**config.mk**
```make
export PLATFORM = sky130hd
export DESIGN_NAME = bus_arbiter
export DESIGN_NICKNAME = d
export VERILOG_FILES = /design/src/rtl/bus_arbiter.sv
export SDC_FILE = /design/constraint.sdc
export NUM_CORES = 1
export LEC_CHECK = 0
export BUFFER_PORTS_ARGS = -buffer_cell sky130_fd_sc_hd__clkbuf_2
export CORE_ASPECT_RATIO = 0.5
export CORE_UTILIZATION = 46
export DETAILED_ROUTE_END_ITERATION = 8
export HOLD_SLACK_MARGIN = 0.06
export PLACE_DENSITY = 0.84
export REMOVE_ABC_BUFFERS = 1
export SYNTH_ARGS = -nofsm -noshare
export SYNTH_HDL_FRONTEND = slang
export SYNTH_SLANG_ARGS = --single-unit
```
**constraint.sdc**
```tcl
create_clock -name clk_i -period 2.2 [get_ports clk_i]
set_input_delay 0.22 -clock clk_i [delete_from_list [all_inputs] [get_ports clk_i]]
set_output_delay 0.22 -clock clk_i [all_outputs]
set_load 0.01 [all_outputs]
```
**src/rtl/bus_arbiter.sv**
```systemverilog
// ----------------------------------------------------------------------------
// bus_arbiter
//
// Shares the single peripheral write bus among N requesters (e.g. the CPU core
// and a debug loader). A round-robin pointer picks one pending request, its
// address/data are captured and presented with a registered write strobe until
// the peripheral signals ready (or a timeout expires), and the winner then
// receives a one-cycle ack with an error flag telling it whether the write was
// aborted.
//
// Ports:
//   clk_i    - system clock
//   rstn_i   - asynchronous active-low reset
//   req_i    - per-requester write request, held until ack
//   addr_i   - packed addresses, requester k at [k*AW +: AW]
//   wdata_i  - packed write data, requester k at [k*DW +: DW]
//   ack_o    - one-cycle completion pulse to the granted requester
//   err_o    - valid with ack_o; 1 = write aborted by timeout
//   grant_o  - index of the current or last granted requester
//   busy_o   - high while a transfer is in flight (BUSY and ACK)
//   write_o  - peripheral write strobe
//   addr_o   - peripheral address (qualify with write_o)
//   value_o  - peripheral write data (qualify with write_o)
//   ready_i  - peripheral accepts the write this cycle
// ----------------------------------------------------------------------------
module bus_arbiter #(
    parameter int N       = 2,
    parameter int AW      = 8,
    parameter int DW      = 32,
    parameter int TIMEOUT = 15,
    localparam int GW     = (N > 1) ? $clog2(N) : 1
) (
    input  logic            clk_i,
    input  logic            rstn_i,
    input  logic [N-1:0]    req_i,
    input  logic [N*AW-1:0] addr_i,
    input  logic [N*DW-1:0] wdata_i,
    output logic [N-1:0]    ack_o,
    output logic            err_o,
    output logic [GW-1:0]   grant_o,
    output logic            busy_o,
    output logic            write_o,
    output logic [AW-1:0]   addr_o,
    output logic [DW-1:0]   value_o,
    input  logic            ready_i
);

    typedef enum logic [1:0] {
        ST_IDLE = 2'd0,
        ST_BUSY = 2'd1,
        ST_ACK  = 2'd2
    } state_e;

    // Last BUSY cycle before the write is abandoned.
    localparam logic [7:0] CNT_LAST = 8'(TIMEOUT - 1);

    state_e          state_q;
    logic [GW-1:0]   ptr_q;
    logic [GW-1:0]   ptr_d;
    logic [7:0]      cnt_q;
    logic [N-1:0]    ack_q;
    logic            err_q;
    logic [GW-1:0]   grant_q;
    logic            busy_q;
    logic            write_q;
    logic [AW-1:0]   addr_q;
    logic [DW-1:0]   value_q;

    // Arbitration signals
    logic [N-1:0]    hi_mask;
    logic [N-1:0]    req_hi;
    logic [N-1:0]    req_sel;
    logic [GW-1:0]   win_idx;
    logic [AW-1:0]   addr_sel;
    logic [DW-1:0]   data_sel;

    // Round-robin pick: requests at or above the pointer take priority; if none
    // are pending there the search wraps to the lowest index. This is the same
    // as scanning ptr, ptr+1, ... mod N, but needs no modular arithmetic.
    // NOTE: every signal assigned in this block gets a default at the top, so
    // no path leaves a value unassigned and no latch is inferred.
    always_comb begin
        hi_mask  = '0;
        win_idx  = '0;
        addr_sel = '0;
        data_sel = '0;
        for (int i = 0; i < N; i++) begin
            hi_mask[i] = (i >= int'(ptr_q));
        end
        req_hi  = req_i & hi_mask;
        req_sel = (|req_hi) ? req_hi : req_i;
        // Walk downwards so the lowest set bit is the one left standing.
        for (int i = N - 1; i >= 0; i--) begin
            if (req_sel[i]) begin
                win_idx = GW'(i);
            end
        end
        for (int i = 0; i < N; i++) begin
            if (GW'(i) == win_idx) begin
                addr_sel = addr_i[i*AW +: AW];
                data_sel = wdata_i[i*DW +: DW];
            end
        end
    end

    // Pointer moves just past the requester that was served.
    always_comb begin
        if (int'(grant_q) == N - 1) begin
            ptr_d = '0;
        end else begin
            ptr_d = grant_q + 1'b1;
        end
    end

    // Control FSM with all outputs registered.
    // NOTE: state is updated with non-blocking assignments so every register
    // samples the values from before this edge, independent of statement order.
    always_ff @(posedge clk_i or negedge rstn_i) begin
        if (!rstn_i) begin
            state_q <= ST_IDLE;
            ptr_q   <= '0;
            cnt_q   <= '0;
            ack_q   <= '0;
            err_q   <= 1'b0;
            grant_q <= '0;
            busy_q  <= 1'b0;
            write_q <= 1'b0;
            addr_q  <= '0;
            value_q <= '0;
        end else begin
            case (state_q)
                ST_IDLE: begin
                    if (|req_i) begin
                        addr_q  <= addr_sel;
                        value_q <= data_sel;
                        grant_q <= win_idx;
                        write_q <= 1'b1;
                        busy_q  <= 1'b1;
                        cnt_q   <= '0;
                        state_q <= ST_BUSY;
                    end
                end

                ST_BUSY: begin
                    // Ready is checked first so a late ready in the final
                    // cycle still completes the write without error.
                    if (ready_i || (cnt_q == CNT_LAST)) begin
                        write_q <= 1'b0;
                        ack_q   <= N'(1) << grant_q;
                        err_q   <= ~ready_i;
                        state_q <= ST_ACK;
                    end else begin
                        cnt_q <= cnt_q + 8'd1;
                    end
                end

                ST_ACK: begin
                    ack_q   <= '0;
                    err_q   <= 1'b0;
                    busy_q  <= 1'b0;
                    ptr_q   <= ptr_d;
                    state_q <= ST_IDLE;
                end

                default: begin
                    state_q <= ST_IDLE;
                end
            endcase
        end
    end

    assign ack_o   = ack_q;
    assign err_o   = err_q;
    assign grant_o = grant_q;
    assign busy_o  = busy_q;
    assign write_o = write_q;
    assign addr_o  = addr_q;
    assign value_o = value_q;

endmodule

```
==> run_results.csv <==
group,metric,value,unit
logic_synthesis,syn_inst,260,
layout,areaGrowthSynthToFinish,39.7,%
layout,design_area,3750,µm²
logic_synthesis,ys_warn_count,0,
clock_network,numClockSinks,57,
route,drt_pass1_iterations,4,
min_path,hp-class,"in -> async",
clock_network,post_cts_resized,0,
critical_path,path_class,"reg -> reg",
timing,fin_setup_tns,0,ps
logic_synthesis,synth_adder_area_share,0.932,%
floorplanning,core,5560,µm²
route,drc_errors,0,
clock_network,clockBufferDepth,2,
floorplanning,initial_core_util,48.3,%
floorplanning,die_y,56.0,µm
pwr,p_per_area,1370,nW/µm²
floorplanning,rows,19,
logic_synthesis,ys_seq_elements,57,
clock_network,cts_buffers,9,
timing,final-hold-violation-count,0,
placement,dp_slack,323,ps
route,vias,2420,
logic_synthesis,syn_area,2690,µm²
logic_synthesis,synthMuxAreaShare,16.4,%
critical_path,path_max_fanout,13,
logic_synthesis,ys.flop_type,"dfrtp_1",
critical_path,critPathRequiredTime,2450,ps
route,finalWirelength,6920,µm
clock_network,clockRootBuffer,"clkbuf_16",
clock_network,clk_transition_reported_paths,50,ps
route,routedWlPerCell,14.8,µm
critical_path,end_kind,"flop",
critical_path,crit_start,"cnt_q[0]",
layout,antenna-diode-count,0,
timing,tightestPinTransition,922,ps
timing,min_period_over_period,86.7,%
critical_path,crit_path_start_kind,"flop",
timing,drv_slew,0,
clock_network,cts_hold_buf,0,
clock_network,post-cts-setup-buffers,0,
critical_path,worstReg2RegStart,"cnt_q[0]",
logic_synthesis,synth_top_family_by_area,"multiplexers",
logic_synthesis,synth-simple-area-share,12.6,%
logic_synthesis,synth-xor-area-share,0,%
global_routing,gr-usage-all-layers,25.1,%
global_routing,grt_max_degree,58,
logic_synthesis,synth-compound-area-share,13.0,%
timing,finalCriticalPeriod,1910,ps
layout,layout_common_cells,"130 x clkbuf_2, 57 x dfrtp_1, 52 x nand2_1",
placement,gp_congestion,0.755,
timing,fmax,0.524,GHz
logic_synthesis,synth_cell_types,25,
status,status,"complete, no violations",
flow_run,maxCapViolCount,0,
timing,grt_setup_unrepaired,"false",
layout,finalNetCount,475,
route,ant_nets,0,
logic_synthesis,async_flop_share,100,%
route,viasPerCell,5.19,
timing,max_slew_margin,38.3,%
placement,placed_cell_area,3410,µm²
layout,drive_gt1_share,39.2,%
clock_network,cts_tree,"built",
clock_network,cts_max_level,3,
floorplanning,ios,131,
timing,timing.final.ws_setup,292,ps
logic_synthesis,seq_area_frac_synth,53.1,%
pwr,p_leak,2.11,nW
floorplanning,die_area,6170,µm²
clock_network,clk-insertion-delay-late,320,ps
floorplanning,die_width,110,µm
layout,final_common_cell,"clkbuf_2",
timing,skew,2.92,ps
placement,dp_hpwl,4710,µm
global_routing,grt_pass1_vias,2582,
logic_synthesis,synth-edff-count,0,
logic_synthesis,syn_area_per_cell,10.3,µm²
global_routing,grt_first_pass_wirelength,11600,µm
critical_path,critPathArrivalTime,2150,ps
route,drt_iter0_markers,114,
global_routing,antenna_found_initial,0,
placement,portBuffers,130,
critical_path,ff2ff_path_depth,6,
pwr,ir_drop,619,µV
timing,setup_violations,0,
global_routing,gr-total-overflow,0,
layout,postLayoutCoreUtil,67.4,%
-- cells in the mapped netlist, types with 2 or more instances --
library cell  number  area, µm²
ha_1               2       25.0
o31ai_1            3       22.5
nor2_1             3       11.3
buf_2              6       30.0
a21o_1             3       22.5
a211o_1            2       17.5
a21oi_1            2       10.0
o21ai_0           45        225
o21a_1             2       15.0
inv_1              5       18.8
o2bb2ai_1          2       17.5
clkbuf_1           9       33.8
nand2_1           52        195
dfrtp_1           57       1430
nor3b_1            5       37.5
and3_1             4       25.0
buf_6              2       22.5
mux2i_1           44        440
o21ai_1            2       10.0
nand3_1            5       25.0
-- through the flow --
stage | hold slack [ps] | instances | total power, mW
4_1_cts | 69.6 | 466 | 5.16
3_5_place_dp | 410 | 450 | 3.51
2_1_floorplan | -75.6 | 243 | 2.76
5_1_grt | 92.4 | 466 | 5.44
3_3_place_gp | 388 | 450 | 3.42
6_report | 43.8 | 466 | 5.13
-- where the power goes --
group	internal [mW]	switching [mW]	total, mW
Combinational	0.705	1.03	1.73
Sequential	1.50	0.313	1.81
Clock	1.13	0.461	1.59
-- cells by family after synthesis --
logic type               count (synthesis)
AO/OA/AOI/OAI                           62
adder cells (fa/ha/maj)                  2
buffers and inverters                   22
flip-flops                              57
multiplexers                            44
AND/OR/NAND/NOR                         73
-- critical path, cell delays in order, from the launching register on --
cell	delay, ps
dfrtp_1	400
inv_1	70
ha_1	190
nor3b_1	160
a211o_1	430
or4b_1	510
o21ai_0	80
-- layout make-up --
cell class	instances	area [µm²]
multi-input combinational	181	1180
timing repair buffer	134	693
clock inverter	6	105
clock buffer	10	239
fill	420	1810
inverter	5	18.8
tap	73	91.3
sequential	57	1430
-- flip-flops by register name (all words and copies together), names as in the netlist --
register / count
cnt_q: 8
write_o: 1
ptr_q: 1
value_o: 32
ack_o: 2
busy_o: 1
addr_o: 8
state_q: 2
grant_o: 1
err_o: 1
-- layer usage --
layer  wire length, µm  track usage, %  part of all wire, %
met5                 0               0                    0
met4               180            9.90                  2.6
met3               217            8.20                  3.1
met2              3780            45.4                   55
met1              2740            27.0                   40
-- final timing paths --
| path | to | slack [ps] |
|---|---|---|
| worst max-delay path | cnt_q[4] | 290 |
| worst min-delay path | busy_o | 40 |
| worst max register to register | cnt_q[4] | 290 |
| worst min register to register | value_o[10] | 480 |
| max in group asynchronous | value_o[15] | 1680 |
| min in group clk_i | addr_o[3] | 200 |
(Power assumes the default switching activity.)
